**config.mk**
```make
export PLATFORM = sky130hd
export DESIGN_NAME = scale_size_ctrl
export DESIGN_NICKNAME = d
export VERILOG_FILES = /design/src/rtl/scale_pkg.sv /design/src/rtl/scale_size_ctrl_sync_edge.sv /design/src/rtl/scale_size_ctrl.sv
export SDC_FILE = /design/constraint.sdc
export NUM_CORES = 1
export LEC_CHECK = 0
export BUFFER_PORTS_ARGS = -buffer_cell sky130_fd_sc_hd__buf_2
export CORE_MARGIN = 5
export CORE_UTILIZATION = 57
export CTS_CLUSTER_SIZE = 30
export DETAILED_ROUTE_END_ITERATION = 7
export HOLD_SLACK_MARGIN = 0.02
export PLACE_DENSITY = 0.91
export SYNTH_ARGS = -nofsm -noshare
export SYNTH_HDL_FRONTEND = slang
export SYNTH_HIERARCHICAL = 1
export SYNTH_SLANG_ARGS = --single-unit
```
**constraint.sdc**
```tcl
create_clock -name axi_clk -period 5.9 [get_ports axi_clk]
set_input_delay 0.295 -clock axi_clk [delete_from_list [all_inputs] [get_ports axi_clk]]
set_output_delay 0.295 -clock axi_clk [all_outputs]
set_load 0.1 [all_outputs]
```
**src/rtl/scale_pkg.sv**
```systemverilog
// scale_pkg: size/clamp constants, saturating step helpers and frame-buffer address helper
package scale_pkg;
   localparam int DIM_W = 12;
   typedef logic [DIM_W-1:0] dim_t;
   localparam dim_t STEP_S = 10;
   localparam dim_t STEP_L = 100;
   localparam dim_t W_MIN = 64;
   localparam dim_t W_MAX = 1920;
   localparam dim_t H_MIN = 36;
   localparam dim_t H_MAX = 1080;
   localparam dim_t W_INIT = 640;
   localparam dim_t H_INIT = 320;
   localparam dim_t SRC_W = 1280;
   localparam dim_t SRC_H = 720;
   localparam logic [31:0] DEF_BUF_BASE = 32'h0100000;
   localparam logic [31:0] DEF_BUF_STRIDE = 32'h0400000;

   // One extra bit of headroom so the sum can never wrap before clamping
   function automatic dim_t clamp_add(input dim_t v, input dim_t step, input dim_t mx);
      logic [DIM_W:0] s;
      s = {1'b0, v} + {1'b0, step};
      return (s > {1'b0, mx}) ? mx : s[DIM_W-1:0];
   endfunction

   function automatic dim_t clamp_sub(input dim_t v, input dim_t step, input dim_t mn);
      return ({1'b0, v} < {1'b0, mn} + {1'b0, step}) ? mn : v - step;
   endfunction

   function automatic logic [31:0] idx_to_addr(input logic [2:0] idx, input logic [31:0] base,
                                               input logic [31:0] stride);
      return base + {29'd0, idx} * stride;
   endfunction
endpackage

```
**src/rtl/scale_size_ctrl_sync_edge.sv**
```systemverilog
// sync_edge: 2-FF synchroniser with a registered rising-edge pulse
module sync_edge (
   input  logic clk,
   input  logic rst,
   input  logic d,
   output logic lvl,
   output logic rise
);
   logic s1;
   always_ff @(posedge clk or posedge rst)
      if (rst) begin
         s1   <= 1'b0;
         lvl  <= 1'b0;
         rise <= 1'b0;
      end else begin
         s1   <= d;
         lvl  <= s1;
         rise <= s1 & ~lvl;
      end
endmodule

```
**src/rtl/scale_size_ctrl.sv**
```systemverilog
// scale_size_ctrl: key-driven target size with frame-boundary commit and DDR frame-buffer ring control
module scale_size_ctrl
   import scale_pkg::*;
#(
   parameter int          ADDR_W     = 28,
   parameter int          NUM_BUF    = 4,
   parameter int          RD_LAG     = 2,
   parameter logic [31:0] BUF_BASE   = DEF_BUF_BASE,
   parameter logic [31:0] BUF_STRIDE = DEF_BUF_STRIDE
) (
   input  logic              axi_clk,
   input  logic              rst,
   input  logic [3:0]        key_i,
   input  logic              axis_sel_i,
   input  logic              vs_i,
   input  logic              wr_frame_done_i,
   output logic [DIM_W-1:0]  tgt_width_o,
   output logic [DIM_W-1:0]  tgt_height_o,
   output logic              param_upd_o,
   output logic              is_720p_o,
   output logic [2:0]        wr_index_o,
   output logic [ADDR_W-1:0] write_addr_o,
   output logic [ADDR_W-1:0] read_addr_o,
   output logic [15:0]       drop_cnt_o
);
   localparam logic INIT_720 = (W_INIT <= SRC_W) && (H_INIT <= SRC_H);
   localparam logic [31:0] RA0 = idx_to_addr(3'((NUM_BUF - RD_LAG) % NUM_BUF), BUF_BASE, BUF_STRIDE);

   logic [5:0] raw, lvl, rise;
   logic [3:0] kp;
   logic sel, vs_pos, unused;
   assign raw = {vs_i, axis_sel_i, key_i};
   for (genvar g = 0; g < 6; g++) begin : g_sync
      sync_edge u_sync (.clk(axi_clk), .rst(rst), .d(raw[g]), .lvl(lvl[g]), .rise(rise[g]));
   end
   assign kp = rise[3:0];
   assign sel = lvl[4];
   assign vs_pos = rise[5];
   assign unused = ^{lvl[5], lvl[3:0]};

   dim_t pend_w, pend_h, cur, nxt, mx, mn;
   // Highest-priority edge wins; the rest of that cycle's edges are dropped
   always_comb begin
      cur = sel ? pend_w : pend_h;
      mx  = sel ? W_MAX : H_MAX;
      mn  = sel ? W_MIN : H_MIN;
      nxt = kp[0] ? clamp_add(cur, STEP_S, mx) :
            kp[1] ? clamp_sub(cur, STEP_S, mn) :
            kp[2] ? clamp_add(cur, STEP_L, mx) : clamp_sub(cur, STEP_L, mn);
   end

   always_ff @(posedge axi_clk or posedge rst)
      if (rst) begin
         pend_w <= W_INIT;
         pend_h <= H_INIT;
      end else if (|kp) begin
         if (sel) pend_w <= nxt;
         else     pend_h <= nxt;
      end

   always_ff @(posedge axi_clk or posedge rst)
      if (rst) begin
         tgt_width_o  <= W_INIT;
         tgt_height_o <= H_INIT;
         is_720p_o    <= INIT_720;
         param_upd_o  <= 1'b0;
      end else begin
         param_upd_o <= vs_pos && (pend_w != tgt_width_o || pend_h != tgt_height_o);
         if (vs_pos) begin
            tgt_width_o  <= pend_w;
            tgt_height_o <= pend_h;
            is_720p_o    <= (pend_w <= SRC_W) && (pend_h <= SRC_H);
         end
      end

   logic done_flag;
   // A frame boundary without a finished write reuses the same buffer
   always_ff @(posedge axi_clk or posedge rst)
      if (rst) begin
         wr_index_o <= 3'd0;
         done_flag  <= 1'b1;
         drop_cnt_o <= 16'd0;
      end else if (vs_pos) begin
         done_flag <= 1'b0;
         if (done_flag || wr_frame_done_i)
            wr_index_o <= (wr_index_o == 3'(NUM_BUF - 1)) ? 3'd0 : wr_index_o + 3'd1;
         else if (drop_cnt_o != 16'hFFFF)
            drop_cnt_o <= drop_cnt_o + 16'd1;
      end else if (wr_frame_done_i) begin
         done_flag <= 1'b1;
      end

   logic [3:0] rsum;
   logic [2:0] rd_index;
   assign rsum = {1'b0, wr_index_o} + 4'(NUM_BUF - RD_LAG);
   assign rd_index = (rsum >= 4'(NUM_BUF)) ? 3'(rsum - 4'(NUM_BUF)) : rsum[2:0];

   always_ff @(posedge axi_clk or posedge rst)
      if (rst) begin
         write_addr_o <= ADDR_W'(BUF_BASE);
         read_addr_o  <= ADDR_W'(RA0);
      end else begin
         write_addr_o <= ADDR_W'(idx_to_addr(wr_index_o, BUF_BASE, BUF_STRIDE));
         read_addr_o  <= ADDR_W'(idx_to_addr(rd_index, BUF_BASE, BUF_STRIDE));
      end
endmodule

```
Yosys cells after proc, flatten, opt, wreduce, memory -nomap -nowiden
Cells that the tools add are included.
{ "op_classes": {"mux": 14, "bitwise_logic": 12, "magnitude_cmp": 7, "addsub": 12, "n_reduce_logical": 10, "eq_ne": 4} }
{ "op_table": {"columns": ["operator", "count"], "rows": [
  ["$mux W12", 8],
  ["$add A21 B25 Y26 const A", 2],
  ["$gt A13 B11 Y1", 2],
  ["$lt A12 B8 Y1", 2],
  ["$ne A12 B12 Y1", 2],
  ["$add A16 B1 Y16 const B", 1],
  ["$ne A16 B16 Y1 const B", 1],
  ["$add A12 B4 Y13 const B", 1],
  ["$add A12 B7 Y13 const B", 1],
  ["$le A12 B10 Y1 const B", 1],
  ["$le A12 B11 Y1 const B", 1],
  ["$sub A12 B4 Y12 const B", 1],
  ["$sub A12 B7 Y12 const B", 1],
  ["$mux W10", 1],
  ["$add A7 B4 Y8 const B", 1],
  ["$add A7 B7 Y8 const B", 1],
  ["$mux W7", 1],
  ["$not A1 Y1", 7],
  ["$mux W3", 2],
  ["$reduce_and A2 Y1", 3],
  ["$and A1 B1 Y1", 5],
  ["$add A3 B2 Y4 const B", 1],
  ["$ge A4 B3 Y1 const B", 1],
  ["$reduce_or A4 Y1", 1],
  ["8 further kinds", 11]
]} }
{ "word_totals": {"output_inout_bits": 101, "in_bits": 9, "ff_bits": 139} }

Longest topological paths before layout
{ "depth": {"ltp_word": 7, "depth_mapped": 21, "ltp_nobuf": 16} }

Modules after synthesis
Netlist, hierarchy kept.
{ "modules_own_cells": {"columns": ["mod", "n_inst", "cells_each", "area_each_um2"], "rows": [
  ["scale_size_ctrl", 1, 633, 5699.2],
  ["sync_edge", 6, 5, 92.6]
]} }

Least setup slack after synthesis
No wires, ideal clock.
{ "synth_path": {"path_kind": "reg2reg", "from": "register g_sync[4].u_sync.lvl", "to": "register pend_w[5]", "path_stages_with_launch": 20, "t_arrival_ns": 4.811, "synth_period_minus_slack_ns": 4.936, "t_required_ns": 5.775, "path_buffers": 4, "setup_slack_ns": 0.964, "setup_ns": 0.125, "path_cell_list": "dfrtp_1 -> buf_6 -> buf_4 -> buf_2 -> buf_2 -> mux2i_1 -> inv_1 -> ha_1 -> o2bb2ai_2 -> nand2_1 -> xor2_1 -> ha_1 -> nand4_1 -> a21oi_1 -> a311o_1 -> o22ai_4 -> o21ai_2 -> or4b_1 -> a32o_1 -> mux2_4"} }
{ "synth_via": {"elab_chain_len": 7} }
{ "synth_lines": {"columns": ["element", "line", "text"], "rows": [
  ["start, declared", "scale_size_ctrl_sync_edge.sv:6", "output logic lvl,"],
  ["start signal, assigned", "scale_size_ctrl_sync_edge.sv:13", "lvl <= 1'b0;"],
  ["start signal, assigned", "scale_size_ctrl_sync_edge.sv:17", "lvl <= s1;"],
  ["$mux W12 or $mux W7 (tied branches)", "scale_size_ctrl.sv:44, scale_size_ctrl.sv:46", null],
  ["$add A12 B7 Y13 or $add A7 B7 Y8 (tied branches)", "scale_pkg.sv:21, scale_pkg.sv:26", null],
  ["$gt A13 B11 Y1 or $lt A12 B8 Y1 (tied branches)", "scale_pkg.sv:22, scale_pkg.sv:26", null],
  ["$mux W12 (on tied branches)", "scale_pkg.sv:22, scale_pkg.sv:26", null],
  ["$mux W12", "scale_size_ctrl.sv:49", "kp[2] ? clamp_add(cur, STEP_L, mx) : clamp_sub(cur, STEP_L, mn);"],
  ["$mux W12", "scale_size_ctrl.sv:48", "kp[1] ? clamp_sub(cur, STEP_S, mn) :"],
  ["$mux W12", "scale_size_ctrl.sv:47", "nxt = kp[0] ? clamp_add(cur, STEP_S, mx) :"],
  ["end signal, assigned", "scale_size_ctrl.sv:57", "if (sel) pend_w <= nxt;"],
  ["end, declared", "scale_size_ctrl.sv:41", "dim_t pend_w, pend_h, cur, nxt, mx, mn;"]
]} }
Parallel ways exist; a longest one is shown, timed or not.
A chain may end at the register's enable or synchronous reset.

Worst setup path after layout
{ "layout_path": {"from": "register g_sync[4].u_sync.lvl", "to": "register pend_w[8]"} }
Same word-level chain as after synthesis.

==> impl_metrics.yaml <==
critical_path:
  crit_type: "flop to flop"
  start_kind: "flop"
  path_max_fanout: 18
  cp-end-kind: "flop"
  worstPathArrival_ns: 5.00
  reg2regPathDepth: 16
  cp_data_required_time_ns: 6.17
synthesis:
  syn_inst: 661
  yosysWarnings: 6
  syn_avg_cell_area_um2: 9.40
  netlist_area_um2: 6220
timing:
  hold_viol_final: 0
  post-route-min-period_ns: 4.73
  setup_viol: 0
  tns_ns: 0
  slew_headroom_pct: 43.2
  rsz0062_at_grt: "no"
  slew_violations: 0
  fmax_mhz: 211
  worst_pin_slew_ns: 0.830
  hold-worst-slack_ns: 0.218
  clock_skew_ns: 0.00702
  fin_crit_sh_pct: 80.2
cells_and_area:
  layout_common_cells: "dfrtp_1 (80), nand2_1 (62), buf_2 (59)"
  layout-drive-gt1-share_pct: 20.1
  final_area_um2: 6670
  layout_commonest_cell: "dfrtp_1"
  final_util_pct: 62.1
  syn_to_final_growth_pct: 7.27
  nets: 741
  diodes: 0
cts:
  cts_inserted_buffers: 9
  postCtsSetupBuffers: 0
  cts_root_buf: "clkbuf_8"
  cts_sinks: 92
  cts_tree: "yes"
  clk_path_buf_depth: 2
  cts.htree.levels: 3
  clk_latency_ns: 0.36
  post_cts_resize_count: 0
  cts_hold_buf: 7
  path_clk_slew_ns: 0.09
floorplanning:
  rows: 38
  design.core.area_um2: 10700
  top_level_ports: 110
  dieArea_um2: 13100
  initial_utilization_pct: 57.8
  die_w_um: 114
  die_h_um: 114
flow_run:
  max_cap_viol_count: 0
run_status:
  status: "completed"
route:
  drtAntennaViolNets: 0
  drc_errors: 0
  drt-wirelength-per-cell_um: 18.6
  routed_wirelength_um: 15800
  vias: 5012
  drt_pre_antenna_iters: 8
  drt_iter0_drc: 525
  via_per_inst: 5.88
hold_path:
  hold_class: "primary input to flop"
  min_delay_path_depth: 3
global_route:
  grt_overflow_total: 0
  grt_usage_pct: 24.1
  grt_pass1_vias: 4872
  grt_max_degree: 63
  antenna_found_initial: 0
  grt_pass1_wl_um: 25200
placed_design:
  place_area_um2: 6380
  dp_hpwl_um: 11700
  io_buffers: 59
  gp_congestion: 1.01
-- stage by stage --
stage,instances,worst slack [ns]
after floorplan,709,1.03
after global routing,852,0.846
after CTS,852,1.23
after global placement,829,1.40
after detailed placement,829,1.26
final,852,1.17
-- flip-flops by register name, summed over array words and instances, names as in the netlist --
register            flops
param_upd_o             1
drop_cnt_o             16
g_sync.u_sync/lvl       6
g_sync.u_sync/rise      5
pend_w                 12
pend_h                 12
read_addr_o             3
tgt_width_o            12
is_720p_o               1
tgt_height_o           12
wr_index_o              3
write_addr_o            2
done_flag               1
g_sync.u_sync/s1        6
-- final timing paths --
check,startpoint,endpoint,slack [ns]
worst max-delay path,g_sync[4].u_sync/lvl$_DFF_PP0_,pend_w[8]$_DFFE_PP0P_,1.17
worst min-delay path,wr_frame_done_i,done_flag$_DFFE_PP1P_,0.22
worst max register to register,g_sync[4].u_sync/lvl$_DFF_PP0_,pend_w[8]$_DFFE_PP0P_,1.17
worst min register to register,g_sync[4].u_sync/s1$_DFF_PP0_,g_sync[4].u_sync/lvl$_DFF_PP0_,0.37
max in group asynchronous,rst,tgt_width_o[11]$_DFFE_PP0P_,4.40
min in group asynchronous,rst,g_sync[4].u_sync/s1$_DFF_PP0_,0.38
-- critical path, cell delays in order, from the launching register on --
cell and delay, ns:
dfrtp_2 0.61, mux2i_1 0.55, inv_1 0.26, ha_1 0.30, a211oi_1 0.37, a21oi_1 0.12, and3_1 0.23, xnor2_1 0.22
ha_1 0.29, a21o_1 0.16, a21oi_1 0.18, a31oi_1 0.10, o21ai_1 0.21, o21a_1 0.29, and2_1 0.34, a221oi_1 0.19
o21ai_0 0.23
-- metal layers --
| metal | up-vias | GRT usage (%) | routed length [µm] |
|---|---|---|---|
| li1 | 2322 | - | - |
| met4 | 0 | 9.03 | 588 |
| met5 | - | 0 | 0 |
| met2 | 242 | 38.6 | 7540 |
| met1 | 2401 | 31.9 | 6420 |
| met3 | 47 | 5.55 | 1270 |
-- final cells by class --
| class | count | area, µm² |
|---|---|---|
| Tap cell | 140 | 175 |
| Inverter | 27 | 101 |
| Clock inverter | 6 | 80.1 |
| Sequential cell | 92 | 2320 |
| Multi-Input combinational cell | 504 | 3440 |
| Fill cell | 903 | 4080 |
| Clock buffer | 10 | 138 |
| Timing Repair Buffer | 73 | 418 |
Power is left out: the tool's default activity adds up to more than one toggle a clock period on the data nets, which glitch-free logic cannot reach.
